`src/rtl/imem_loader.sv`:
```
// Instruction-memory program loader: assembles a big-endian byte stream into 32-bit words.
// It writes each word to imem and holds the CPU until the XOR checksum of the image is verified.
module imem_loader #(
    parameter int ADDR_W = 10
) (
    input  logic              Clk,
    input  logic              Rst,
    input  logic              Start,
    input  logic [7:0]        InByte,
    input  logic              InValid,
    output logic              InReady,
    output logic              WrEn,
    output logic [ADDR_W-1:0] WrAddr,
    output logic [31:0]       WrData,
    output logic              CpuHold,
    output logic              Done,
    output logic              Err
);

    typedef enum logic [2:0] {
        IDLE = 3'd0,
        HDR  = 3'd1,
        DATA = 3'd2,
        CSUM = 3'd3,
        DONE = 3'd4,
        ERR  = 3'd5
    } state_t;

    localparam logic [16:0]     MAX_N   = 17'(2**ADDR_W);
    localparam logic [ADDR_W:0] WC_ONE  = (ADDR_W+1)'(1);

    state_t              state_q, state_d;
    logic [1:0]          byte_cnt_q, byte_cnt_d;
    logic [ADDR_W:0]     word_cnt_q, word_cnt_d;
    logic [ADDR_W:0]     n_q, n_d;
    logic [7:0]          hdr_hi_q, hdr_hi_d;
    logic [23:0]         asm_q, asm_d;
    logic [7:0]          xor_q, xor_d;
    logic                wr_en_q, wr_en_d;
    logic [ADDR_W-1:0]   wr_addr_q, wr_addr_d;
    logic [31:0]         wr_data_q, wr_data_d;

    logic                accept;
    logic [15:0]         hdr_n;
    logic [ADDR_W:0]     word_inc;

    assign InReady  = (state_q == HDR) || (state_q == DATA) || (state_q == CSUM);
    assign CpuHold  = InReady || (state_q == ERR);
    assign Done     = (state_q == DONE);
    assign Err      = (state_q == ERR);
    assign WrEn     = wr_en_q;
    assign WrAddr   = wr_addr_q;
    assign WrData   = wr_data_q;

    assign accept   = InValid && InReady;
    assign hdr_n    = {hdr_hi_q, InByte};
    assign word_inc = word_cnt_q + WC_ONE;

    always_ff @(posedge Clk) begin
        if (Rst) begin
            state_q    <= IDLE;
            byte_cnt_q <= '0;
            word_cnt_q <= '0;
            n_q        <= '0;
            hdr_hi_q   <= '0;
            asm_q      <= '0;
            xor_q      <= '0;
            wr_en_q    <= 1'b0;
            wr_addr_q  <= '0;
            wr_data_q  <= '0;
        end else begin
            state_q    <= state_d;
            byte_cnt_q <= byte_cnt_d;
            word_cnt_q <= word_cnt_d;
            n_q        <= n_d;
            hdr_hi_q   <= hdr_hi_d;
            asm_q      <= asm_d;
            xor_q      <= xor_d;
            wr_en_q    <= wr_en_d;
            wr_addr_q  <= wr_addr_d;
            wr_data_q  <= wr_data_d;
        end
    end

    always_comb begin
        state_d    = state_q;
        byte_cnt_d = byte_cnt_q;
        word_cnt_d = word_cnt_q;
        n_d        = n_q;
        hdr_hi_d   = hdr_hi_q;
        asm_d      = asm_q;
        xor_d      = xor_q;
        wr_en_d    = 1'b0;
        wr_addr_d  = wr_addr_q;
        wr_data_d  = wr_data_q;

        case (state_q)
            IDLE, DONE, ERR: begin
                if (Start) begin
                    state_d    = HDR;
                    byte_cnt_d = '0;
                    word_cnt_d = '0;
                    xor_d      = '0;
                end
            end
            HDR: begin
                if (accept) begin
                    if (byte_cnt_q == 2'd0) begin
                        hdr_hi_d   = InByte;
                        byte_cnt_d = 2'd1;
                    end else begin
                        byte_cnt_d = 2'd0;
                        n_d        = hdr_n[ADDR_W:0];
                        if (hdr_n == 16'd0 || {1'b0, hdr_n} > MAX_N) begin
                            state_d = ERR;
                        end else begin
                            state_d = DATA;
                        end
                    end
                end
            end
            DATA: begin
                if (accept) begin
                    xor_d      = xor_q ^ InByte;
                    asm_d      = {asm_q[15:0], InByte};
                    byte_cnt_d = byte_cnt_q + 2'd1;
                    // 4th byte completes the word; the partial assembler is bypassed here
                    if (byte_cnt_q == 2'd3) begin
                        wr_en_d    = 1'b1;
                        wr_addr_d  = word_cnt_q[ADDR_W-1:0];
                        wr_data_d  = {asm_q, InByte};
                        word_cnt_d = word_inc;
                        if (word_inc == n_q) begin
                            state_d = CSUM;
                        end
                    end
                end
            end
            CSUM: begin
                if (accept) begin
                    state_d = (InByte == xor_q) ? DONE : ERR;
                end
            end
            default: state_d = IDLE;
        endcase
    end

endmodule

```
`config.mk`:
```
export PLATFORM = sky130hd
export DESIGN_NAME = imem_loader
export DESIGN_NICKNAME = d
export VERILOG_FILES = /design/src/rtl/imem_loader.sv
export SDC_FILE = /design/constraint.sdc
export NUM_CORES = 1
export LEC_CHECK = 0
export BUFFER_PORTS_ARGS = -buffer_cell sky130_fd_sc_hd__buf_2
export CORE_MARGIN = 4
export CORE_UTILIZATION = 60
export CTS_BUF_LIST = sky130_fd_sc_hd__clkbuf_8 sky130_fd_sc_hd__clkbuf_16
export CTS_CLUSTER_DIAMETER = 100
export DETAILED_ROUTE_END_ITERATION = 12
export GPL_ROUTABILITY_DRIVEN = 0
export HOLD_SLACK_MARGIN = 0.15
export PLACE_DENSITY = 0.82
export SKIP_LAST_GASP = 1
export SYNTH_ARGS = -nofsm -noshare
export SYNTH_HDL_FRONTEND = slang
export SYNTH_SLANG_ARGS = --single-unit
```
`constraint.sdc`:
```
create_clock -name Clk -period 3.18 [get_ports Clk]
set_input_delay 0.318 -clock Clk [delete_from_list [all_inputs] [get_ports Clk]]
set_output_delay 0.318 -clock Clk [all_outputs]
set_load 0.01 [all_outputs]
```
Word level (Yosys, flattened, before mapping)
Cells that the tools add are included.
{"block": "word_totals", "regBits": 110, "in_bits": 12, "out_inout_bits": 47}
{"block": "classes", "n_addsub": 2, "n_lt_le_gt_ge": 1, "eq_ne": 15, "muxes": 23, "bitwise": 4, "n_reduce_logical": 20}
{"cell": "two-way mux 11 bit", "n": 3}
{"cell": "two-way mux 3 bit", "n": 8}
{"cell": "case mux 11 bit (2 select lines)", "n": 1}
{"cell": "> comparator 16 x 11 -> 1 bit (second input constant)", "n": 1}
{"cell": "logical NOT 16 bit", "n": 1}
{"cell": "two-way mux 8 bit", "n": 2}
{"cell": "case mux 8 bit (2 select lines)", "n": 1}
{"cell": "case mux 3 bit (4 select lines)", "n": 1}
{"cell": "AND reduction 3 bit", "n": 4}
{"cell": "adder 11 x 1 -> 11 bit (second input constant)", "n": 1}
{"cell": "== test 11 bit", "n": 1}
{"cell": "!= test 2 bit (second input constant)", "n": 5}
{"cell": "== test 8 bit", "n": 1}
{"cell": "AND reduction 4 bit", "n": 2}
{"cell": "XOR 8 bit", "n": 1}
{"cell": "AND reduction 7 bit", "n": 1}
{"cell": "== test 3 x 2 -> 1 bit (second input constant)", "n": 2}
{"cell": "== test 3 bit (second input constant)", "n": 2}
{"cell": "two-way mux 2 bit", "n": 3}
{"cell": "case mux 2 bit (3 select lines)", "n": 1}
{"cell": "OR reduction 3 bit", "n": 2}
{"cell": "logical OR 1 bit", "n": 4}
{"cell": "!= test 2 x 1 -> 1 bit (second input constant)", "n": 2}
{"cell": "== test 3 x 1 -> 1 bit (second input constant)", "n": 1}
{"cell": "10 further kinds", "n": 14}

Depth between registers and ports, before layout
Gate-level depths: netlist of the first run.
{"block": "logic_depth", "word_depth": 6, "mapped_depth": 8, "ltp_nobuf": 7}

Worst setup path before layout of the first run
OpenSTA, ideal clock, no wires.
{"block": "synth_timing", "path_kind": "reg2reg", "start": "register state_q[2]", "end": "register word_cnt_q[9]", "setup_ns": 0.132, "arrival_time_ns": 1.547, "setup_slack_ns": 1.501, "stages_incl_launch_ff": 8, "path_cell_list": "dfxtp_1 -> or3b_4 -> nor2_4 -> a31oi_2 -> o21bai_1 -> buf_2 -> o21ai_0 -> a21oi_1"}
{"block": "synth_via", "elab_chain_len": 6, "elab_cells_between_ends": 16, "classes_between": "eq/ne (8); mux (1); reduce/logical (7)"}
{"element": "start, declared", "line": "32", "source": "state_t state_q, state_d;"}
{"element": "start signal, assigned", "line": "72", "source": "state_q <= state_d;"}
{"element": "== test 3 x 1 -> 1 bit / == test 3 x 2 -> 1 bit (equally long branches)", "line": "47, 97"}
{"element": "logical OR 1 bit (2 in series)", "line": "47", "source": "assign InReady = (state_q == HDR) || (state_q == DATA) || (state_q == CSUM);"}
{"element": "logical AND 1 bit", "line": "55", "source": "assign accept = InValid && InReady;"}
{"element": "!= test 2 bit (no line)"}
{"element": "AND reduction 4 bit (no line)"}
{"element": "end signal, assigned", "line": "74", "source": "word_cnt_q <= word_cnt_d;"}
{"element": "end, declared", "line": "34", "source": "logic [ADDR_W:0] word_cnt_q, word_cnt_d;"}
Several ways; a longest one is shown, not always the timed one.
A chain may end at the register's enable or synchronous reset.

Final worst setup path of the first run
{"block": "layout_timing", "start": "register state_q[1]", "end": "register word_cnt_q[10]"}
The elaborated chain is that of the path after synthesis.

==> flow_metrics.env, run 1 <==
export IMPL_path_buf_inv=1
export IMPL_synth_area_leaders="dfxtp_1, nand2_1, a21oi_1, mux2i_1, nor2_1"
export IMPL_critical_path_max_fanout=50
export IMPL_drc=0
export IMPL_status="complete, no violations"
export IMPL_worstPathRequired_ps=3470
export IMPL_die_w_um=96.8
export IMPL_antenna_cells=0
export IMPL_fp_dieH_um=96.8
export IMPL_setup_tns_final_ps=0
export IMPL_synth_xor_area_share_pct=4.26
export IMPL_synth_simple_area_share_pct=23.2
export IMPL_end_kind="flip-flop"
export IMPL_grt_max_degree=112
export IMPL_hold_buffers=0
export IMPL_grt_setup_unrepaired="no"
export IMPL_ys_async_sr_fraction_pct=0
export IMPL_hold_violations=0
export IMPL_p_leak_nw=2.01
export IMPL_ant_nets=0
export IMPL_yosysWarningCount=0
export IMPL_r2r_cells=6
export IMPL_fmax_mhz=412
export IMPL_clock_path_buffers=2
export IMPL_crit_type="flip-flop to flip-flop"
export IMPL_stdcell_count=724
export IMPL_critPathArrivalTime_ps=2720
export IMPL_drt_first_pass_iters=4
export IMPL_rr_startpoint="state_q[1]$_SDFFE_PP0P_"
export IMPL_synth_ff_latch_count=110
export IMPL_max_stage_delay_ps=560
export IMPL_synth_edff_count=0
export IMPL_grt_pass1_wl_um=17500
export IMPL_r2r_slack_ps=750
export IMPL_clock_sinks=110
export IMPL_worstPathCellList="or3b_4, nor2_4, and2_1, buf_4, a21oi_1, a211oi_1"
export IMPL_power_density_nw_per_um2=578
export IMPL_vdd_drop_max_v=0.000361
export IMPL_dpl_hpwl_um=7120
export IMPL_fin_worst_skew_ps=9.13
export IMPL_dp_cells=709
export IMPL_min_period_ps=2430
export IMPL_cts_clk_slew_worst_paths_ps=100
export IMPL_io_buffers=58
export IMPL_setup_viol=0
export IMPL_synth_compound_area_share_pct=15.5
export IMPL_cts_setup_buffers=0
export IMPL_vias=4040
export IMPL_synth_top_cell_area_share_pct=46.5
export IMPL_wl_per_cell_um=14.4
export IMPL_avgSynthCellArea_sq_um=7.93
export IMPL_clk_latency_ps=380
export IMPL_synth_cell_type_count=51
export IMPL_fillers=675
export IMPL_muxShareOfSynthArea_pct=4.65
export IMPL_start_kind="flip-flop"
export IMPL_slowest_stage="dfxtp_1"
export IMPL_synthAdderAreaFrac_pct=0.793
export IMPL_power_w=0.00296
export IMPL_cts_resized=0
export IMPL_seq_area_frac_synth_pct=46.5
export IMPL_final_max_slew_viol_count=0
export IMPL_grt_pass1_vias=3715
export IMPL_drive_above_1_share_pct=13.3
export IMPL_synth_top_family_by_area="simple AND/OR/NAND/NOR gates"
export IMPL_cap_violations=0
export IMPL_syn_to_final_growth_pct=8.33
export IMPL_cts_buffers=9
export IMPL_cts_root_buf="clkbuf_8"
export IMPL_syn_nets=612
export IMPL_grt_total_usage_pct=22.3
export IMPL_hp_class="primary input to flip-flop"
export IMPL_antenna_found_initial=0
export IMPL_min_to="WrData[6]$_SDFFE_PP0P_"
export IMPL_synth_common_cells="nand2_1, dfxtp_1, a21oi_1"
export IMPL_coreArea_sq_um=7690
export IMPL_tritoncts="built"
export IMPL_io_pins=59
export IMPL_hold_start="InByte[6]"
export IMPL_fin_crit_sh_pct=76.4
export IMPL_overflow=0
export IMPL_relSlewSlack_pct=29.0
export IMPL_synth_ff_type="dfxtp_1"
export IMPL_min_path_cells=3
export IMPL_worstMarginPinSlew_ps=1060
export IMPL_yosysMostFrequentCell="nand2_1"
export IMPL_crit_family="simple AND/OR/NAND/NOR gates"
export IMPL_die_area_sq_um=9370
export IMPL_netlist_area_sq_um=4730
export IMPL_first_iter_violations=222
export IMPL_synth_area_leader_cell="dfxtp_1"
export IMPL_rows=32
export IMPL_synthCells=597
export IMPL_routed_via_density=5.58
export IMPL_nets=633
export IMPL_h_tree_depth=3
export IMPL_r2r_end="word_cnt_q[10]$_SDFFE_PP0P_"
export IMPL_start_util_pct=61.6
export IMPL_drt_total_wl_um=10500
==> logic make-up (layout without fill, tap and decap cells) <==
logic type                 Yosys count  in the layout
AOI/OAI and AO/OA                  131            131
xor gates and xnor gates            23             23
adders and majority gates            3              3
buffers and inverters               56             81
DFF                                110            110
muxes                               22             22
and+or+nand+nor                    252            252
==> power by group <==
part           internal (W)  switching [W]
sequential          0.00145      0.0000908
combinational      0.000256       0.000392
clock              0.000288       0.000484
total               0.00199       0.000967
==> worst min-delay path, stage by stage <==
cell,delay (ps)
buf_2,160
nand2_1,70
a21oi_1,50
==> metrics by stage <==
stage	util (%)	area [sq um]	hold slack, ps	worst slack [ps]
after global placement	64.5	4960	441	899
after floorplan	-	4730	432	1500
after CTS	66.7	5130	255	757
after detailed placement	64.5	4960	443	755
after global routing	66.7	5130	268	540
final	66.7	5130	264	751
==> state kept, by name, summed over array words and instances, names as in the netlist <==
| signal | count |
|---|---|
| asm_q | 24 |
| byte_cnt_q | 2 |
| WrEn | 1 |
| word_cnt_q | 11 |
| n_q | 11 |
| state_q | 3 |
| hdr_hi_q | 8 |
| WrData | 32 |
| WrAddr | 10 |
| xor_q | 8 |
==> cell usage in the layout (no fill, tap or decap), types with 2 or more instances in the layout <==
cell and n:
nand2_1 142, dfxtp_1 110, a21oi_1 91, buf_2 57, nor2_1 54, mux2i_1 22, o21ai_0 14, xor2_1 14
xnor2_1 9, clkbuf_8 9, nand3_1 7, a211oi_1 7, nand2b_1 6, inv_1 5, nand3b_1 5, nor3_1 5
and3_1 4, a22oi_1 4, nor4_1 4, buf_4 4, and2_1 3, or3_1 3, nand4_1 3, or2_2 3
ha_1 3, o21bai_1 2, nor2b_1 2, or4_1 2, clkinv_4 2, inv_6 2
==> area by class of cell <==
type / instances / area [sq um] / area share [%]
sequential: 110 / 2200 / 42.9
clock inverter: 6 / 47.5 / 0.927
tap: 102 / 128 / 2.49
inverter: 5 / 18.8 / 0.366
multi-input combinational: 431 / 2290 / 44.7
clock buffer: 9 / 124 / 2.42
timing repair buffer: 61 / 315 / 6.15
==> per-layer routing <==
layer | part of all wire (%) | global-route usage (%) | up-vias
li1 | - | - | 2029
met1 | 45 | 29.7 | 1873
met2 | 48 | 35.7 | 124
met3 | 6.1 | 4.76 | 14
met4 | 1.6 | 7.78 | 0
met5 | 0 | 0 | -
==> how the worst max path moves through the flow <==
| stage | from | end | slack (ps) | depth (start not counted) |
|---|---|---|---|---|
| 5_1_grt | state_q[1]$_SDFFE_PP0P_ | word_cnt_q[10]$_SDFFE_PP0P_ | 540 | 6 |
| 2_1_floorplan | state_q[2]$_SDFFE_PP0P_ | word_cnt_q[9]$_SDFFE_PP0P_ | 1500 | 7 |
| 3_3_place_gp | state_q[1]$_SDFFE_PP0P_ | word_cnt_q[10]$_SDFFE_PP0P_ | 900 | 6 |
| 3_5_place_dp | state_q[1]$_SDFFE_PP0P_ | word_cnt_q[10]$_SDFFE_PP0P_ | 750 | 6 |
| 4_1_cts | state_q[1]$_SDFFE_PP0P_ | word_cnt_q[10]$_SDFFE_PP0P_ | 760 | 6 |
| 6_report | state_q[1]$_SDFFE_PP0P_ | word_cnt_q[10]$_SDFFE_PP0P_ | 750 | 6 |
(Power assumes the default switching activity.)
==> inputs of run 2 (changes only) <==
- CORE_UTILIZATION: 60 -> 57
- PLACE_DENSITY: 0.82 -> 0.79
- clock period: 3.18 -> 2.3 ns (I/O delays scaled with it)
==> flow_metrics.env, run 2 (synthesis gave the netlist of run 1 again) <==
export IMPL_routed_via_density=5.48
export IMPL_worstPathRequired_ps=2610
export IMPL_fin_crit_sh_pct=91.7
export IMPL_start_util_pct=60.0
export IMPL_ant_nets=0
export IMPL_grtUsageMet1_pct=28.4
export IMPL_end_kind="flip-flop"
export IMPL_relSlewSlack_pct=53.0
export IMPL_grt_max_degree=57
export IMPL_antenna_found_initial=0
export IMPL_start_kind="flip-flop"
export IMPL_fmax_mhz=474
export IMPL_die_w_um=99.1
export IMPL_hp_class="primary input to flip-flop"
export IMPL_final_max_slew_viol_count=0
export IMPL_io_buffers=58
export IMPL_clock_sinks=110
export IMPL_hold_buffers=0
export IMPL_fillers=656
export IMPL_power_density_nw_per_um2=820
export IMPL_cts_buffers=9
export IMPL_syn_to_final_growth_pct=10.9
export IMPL_slowest_stage="dfxtp_1"
export IMPL_final_cell_mix="nand2_1, dfxtp_1, a21oi_1, buf_2, nor2_1"
export IMPL_grt_setup_unrepaired="no"
export IMPL_nets=641
export IMPL_clock_path_buffers=2
export IMPL_drive_above_1_share_pct=14.9
export IMPL_hold_violations=0
export IMPL_wl_per_cell_um=14.3
export IMPL_coreArea_sq_um=7890
export IMPL_drt_total_wl_um=10500
export IMPL_cts_root_buf="clkbuf_8"
export IMPL_busiest_layer="met2"
export IMPL_final_common_cell="nand2_1"
export IMPL_cp_num_cells=6
export IMPL_grt_use_met2_pct=35.4
export IMPL_setup_viol=0
export IMPL_vdd_drop_max_v=0.000474
export IMPL_antenna_cells=0
export IMPL_crit_type="flip-flop to flip-flop"
export IMPL_worstMarginPinSlew_ps=703
export IMPL_grt_use_met3_pct=4.98
export IMPL_worstPathCellList="or3b_4, nor2_4, buf_4, nand2_1, or2_2, a21oi_1"
export IMPL_first_iter_violations=246
export IMPL_dpl_hpwl_um=7070
export IMPL_critPathArrivalTime_ps=2410
export IMPL_path_buf_inv=1
export IMPL_setup_tns_final_ps=0
export IMPL_drc=0
export IMPL_overflow=0
export IMPL_critical_path_max_fanout=29
export IMPL_min_period_ps=2110
export IMPL_rows=32
export IMPL_grt_pass1_wl_um=17500
export IMPL_cts_clk_slew_worst_paths_ps=100
export IMPL_vias=4015
export IMPL_status="complete, no violations"
export IMPL_fp_dieH_um=99.1
export IMPL_max_stage_delay_ps=550
export IMPL_fin_worst_skew_ps=13.8
export IMPL_tritoncts="built"
export IMPL_io_pins=59
export IMPL_grt_pass1_vias=3769
export IMPL_drt_first_pass_iters=4
export IMPL_hold_slack_ps=169
export IMPL_cap_violations=0
export IMPL_crit_family="simple AND/OR/NAND/NOR gates"
export IMPL_r2r_cells=6
export IMPL_grt_total_usage_pct=21.4
export IMPL_h_tree_depth=3
export IMPL_min_path_cells=3
export IMPL_p_leak_nw=2.07
export IMPL_die_area_sq_um=9830
export IMPL_largest_register_ffs=32
export IMPL_clk_latency_ps=380
-- run 2: cell count changes in the layout (fill, tap and decap cells not counted), sizes merged --
cell,before,now
buf,61,69
clkinv,3,1
bufinv,0,1
clkbuf,9,10
inv,7,8
-- run 2: final timing paths --
| kind | start | to | slack (ps) |
|---|---|---|---|
| min | InByte[0] | WrData[0]$_SDFFE_PP0P_ | 170 |
| max | state_q[1]$_SDFFE_PP0P_ | xor_q[6]$_SDFFE_PP0P_ | 190 |
| max reg2reg | state_q[1]$_SDFFE_PP0P_ | xor_q[6]$_SDFFE_PP0P_ | 190 |
| min reg2reg | WrData[17]$_SDFFE_PP0P_ | WrData[17]$_SDFFE_PP0P_ | 460 |
-- run 2: tightest hold or removal path, stage by stage --
cell     delay (ps)
buf_2           160
nand2_1          70
a21oi_1          50
-- run 2: metal layers --
metal / vias up / share of wire, %
li1: 2045 / -
met1: 1836 / 45
met2: 121 / 47
met3: 13 / 7.1
met4: 0 / 0.88
met5: - / 0
-- run 2: layout make-up --
type                    count  area (sq um)  share of cell area, %
clock buffers              10           138                   2.62
repair buffers             69           388                   7.39
inverters                   5          18.8                  0.358
well taps                 102           128                   2.43
flip-flops and latches    110          2200                   42.0
clock inverters             6          75.1                   1.43
multi-input cells         431          2300                   43.8
-- run 2: where the power goes --
group | leakage, nW | switching (W) | total [W] | internal, W
sequential | 0.887 | 0.000116 | 0.00212 | 0.00201
clock | 0.105 | 0.000683 | 0.00123 | 0.000551
combinational | 1.08 | 0.000558 | 0.000947 | 0.000389
-- run 2: repair_timing --
action / CTS / global route
gates resized for setup: 0 / 2
setup endpoints to repair: 0 / 11
setup buffers: 0 / 0
-- run 2: through the flow --
stage	std cells	utilization, %	total power, W	cell area [sq um]	setup WS [ps]
finish	733	66.5	0.00430	5250	192
global route	733	66.5	0.00451	5250	5.65
CTS	733	66.4	0.00431	5240	144
detailed placement	717	63.8	0.00309	5030	155
global placement	717	63.8	0.00305	5030	216
floorplan	597	-	0.00288	4730	621
==> inputs of run 3 (changes only) <==
- CORE_ASPECT_RATIO: default -> 0.5
- CORE_UTILIZATION: 57 -> 52
- PLACE_DENSITY: 0.79 -> 0.76
- clock period: 2.3 -> 1.7 ns (I/O delays scaled with it)
==> flow_metrics.env, run 3 (synthesis gave the netlist of run 1 again) <==
export IMPL_status="finished, violations left"
export IMPL_violations="setup timing"
export IMPL_power_density_nw_per_um2=1100
export IMPL_tritoncts="built"
export IMPL_routed_via_density=5.57
export IMPL_final_common_cell="nand2_1"
export IMPL_fp_dieH_um=75.5
export IMPL_grt_pass1_vias=4090
export IMPL_critical_path_max_fanout=7
export IMPL_coreArea_sq_um=8800
export IMPL_grt_pass1_wl_um=19900
export IMPL_rows=24
export IMPL_clk_latency_ps=360
export IMPL_cts_root_buf="clkbuf_16"
export IMPL_hold_violations=0
export IMPL_end_kind="flip-flop"
export IMPL_start_util_pct=53.8
export IMPL_path_buf_inv=1
export IMPL_grt_max_degree=109
export IMPL_cts_buffers=9
export IMPL_dpl_hpwl_um=8240
export IMPL_worstMarginPinSlew_ps=491
export IMPL_h_tree_depth=3
export IMPL_wl_per_cell_um=16.5
export IMPL_start_kind="flip-flop"
export IMPL_final_area_sq_um=6310
export IMPL_vias=4542
export IMPL_final_max_slew_viol_count=0
export IMPL_drt_first_pass_iters=5
export IMPL_drc=0
export IMPL_nets=709
export IMPL_layout_setup_ws_ps=-99.3
export IMPL_syn_to_final_growth_pct=33.4
export IMPL_io_buffers=58
export IMPL_hold_slack_ps=176
export IMPL_placed_area_sq_um=5510
export IMPL_fin_util_pct=71.8
export IMPL_antenna_cells=0
export IMPL_min_period_ps=1800
export IMPL_worstPathRequired_ps=1970
export IMPL_cts_clk_slew_worst_paths_ps=80
export IMPL_drt_total_wl_um=13500
export IMPL_vdd_drop_max_v=0.000761
export IMPL_cap_violations=0
export IMPL_hp_class="primary input to flip-flop"
export IMPL_final_cell_mix="nand2_1, dfxtp_1, a21oi_1, buf_2, buf_4"
export IMPL_crit_family="simple AND/OR/NAND/NOR gates"
export IMPL_fin_crit_sh_pct=106
export IMPL_cp_num_cells=6
export IMPL_slowest_stage="or3b_4"
export IMPL_overflow=0
export IMPL_die_w_um=143
export IMPL_grt_total_usage_pct=23.2
export IMPL_min_path_cells=4
export IMPL_clock_path_buffers=2
export IMPL_fin_worst_skew_ps=6.69
export IMPL_crit_type="flip-flop to flip-flop"
export IMPL_first_iter_violations=385
export IMPL_setup_viol=27
export IMPL_largest_register_ffs=32
export IMPL_clock_sinks=110
export IMPL_worstPathCellList="or3b_4, nor2_4, and2_4, buf_12, a41oi_1, a211oi_1"
export IMPL_die_area_sq_um=10800
export IMPL_p_leak_nw=2.60
export IMPL_relSlewSlack_pct=67.2
export IMPL_max_stage_delay_ps=420
export IMPL_antenna_found_initial=0
export IMPL_grt_setup_unrepaired="yes"
export IMPL_ant_nets=0
export IMPL_critPathArrivalTime_ps=2070
export IMPL_fmax_mhz=556
export IMPL_r2r_cells=6
export IMPL_drive_above_1_share_pct=29.8
export IMPL_io_pins=59
## run 3: area by class of cell
cell class	count	area (sq um)
Fill cell	653	2480
Timing Repair Buffer	137	1110
Multi-Input combinational cell	431	2520
Clock inverter	7	73.8
Inverter	5	22.5
Sequential cell	110	2210
Tap cell	117	146
Clock buffer	9	225
## run 3: worst min-delay path, stage by stage
cell	delay, ps
buf_2	100
nor2_1	60
nand3b_1	70
o21ai_0	80
## run 3: final timing paths
| path | start | end | slack (ps) |
|---|---|---|---|
| worst min register to register | WrData[26]$_SDFFE_PP0P_ | WrData[26]$_SDFFE_PP0P_ | 450 |
| worst max register to register | state_q[2]$_SDFFE_PP0P_ | word_cnt_q[10]$_SDFFE_PP0P_ | -100 |
| worst max-delay path | state_q[2]$_SDFFE_PP0P_ | word_cnt_q[10]$_SDFFE_PP0P_ | -100 |
| worst min-delay path | Start | state_q[2]$_SDFFE_PP0P_ | 180 |
## run 3: stage by stage
stage                     setup TNS [ps]  setup WS, ps  std cells  power, W
final                               -647         -99.3        816   0.00692
after global routing               -3430          -163        816   0.00719
after CTS                           -322         -39.6        807   0.00669
after detailed placement           -2350          -162        780   0.00446
after global placement             -1560          -146        780   0.00442
after floorplan                        0          21.0        597   0.00389
## run 3: layer usage
layer | routed length, um | vias to the layer above | share of wire (%) | track usage (%)
li1 | - | 2193 | - | -
met5 | 0 | - | 0 | 0
met1 | 6180 | 2161 | 46 | 31.7
met4 | 198 | 0 | 1.5 | 6.95
met3 | 853 | 19 | 6.3 | 4.89
met2 | 6260 | 169 | 46 | 37.8
## run 3: timing repair
item | CTS | global route
hold buffers | 3 | 0
gates cloned | 0 | 4
pin swaps | 15 | 18
setup buffers | 9 | 7
hold endpoints to repair | 5 | 0
endpoints found under the setup margin | 36 | 103
gates resized for setup | 30 | 45
## run 3: power breakdown
group	internal, W	leakage, nW	switching [W]	total, W
sequential	0.00272	0.891	0.000115	0.00283
combinational	0.000924	1.56	0.00104	0.00196
clock	0.00105	0.147	0.00108	0.00212
total	0.00469	2.60	0.00223	0.00692
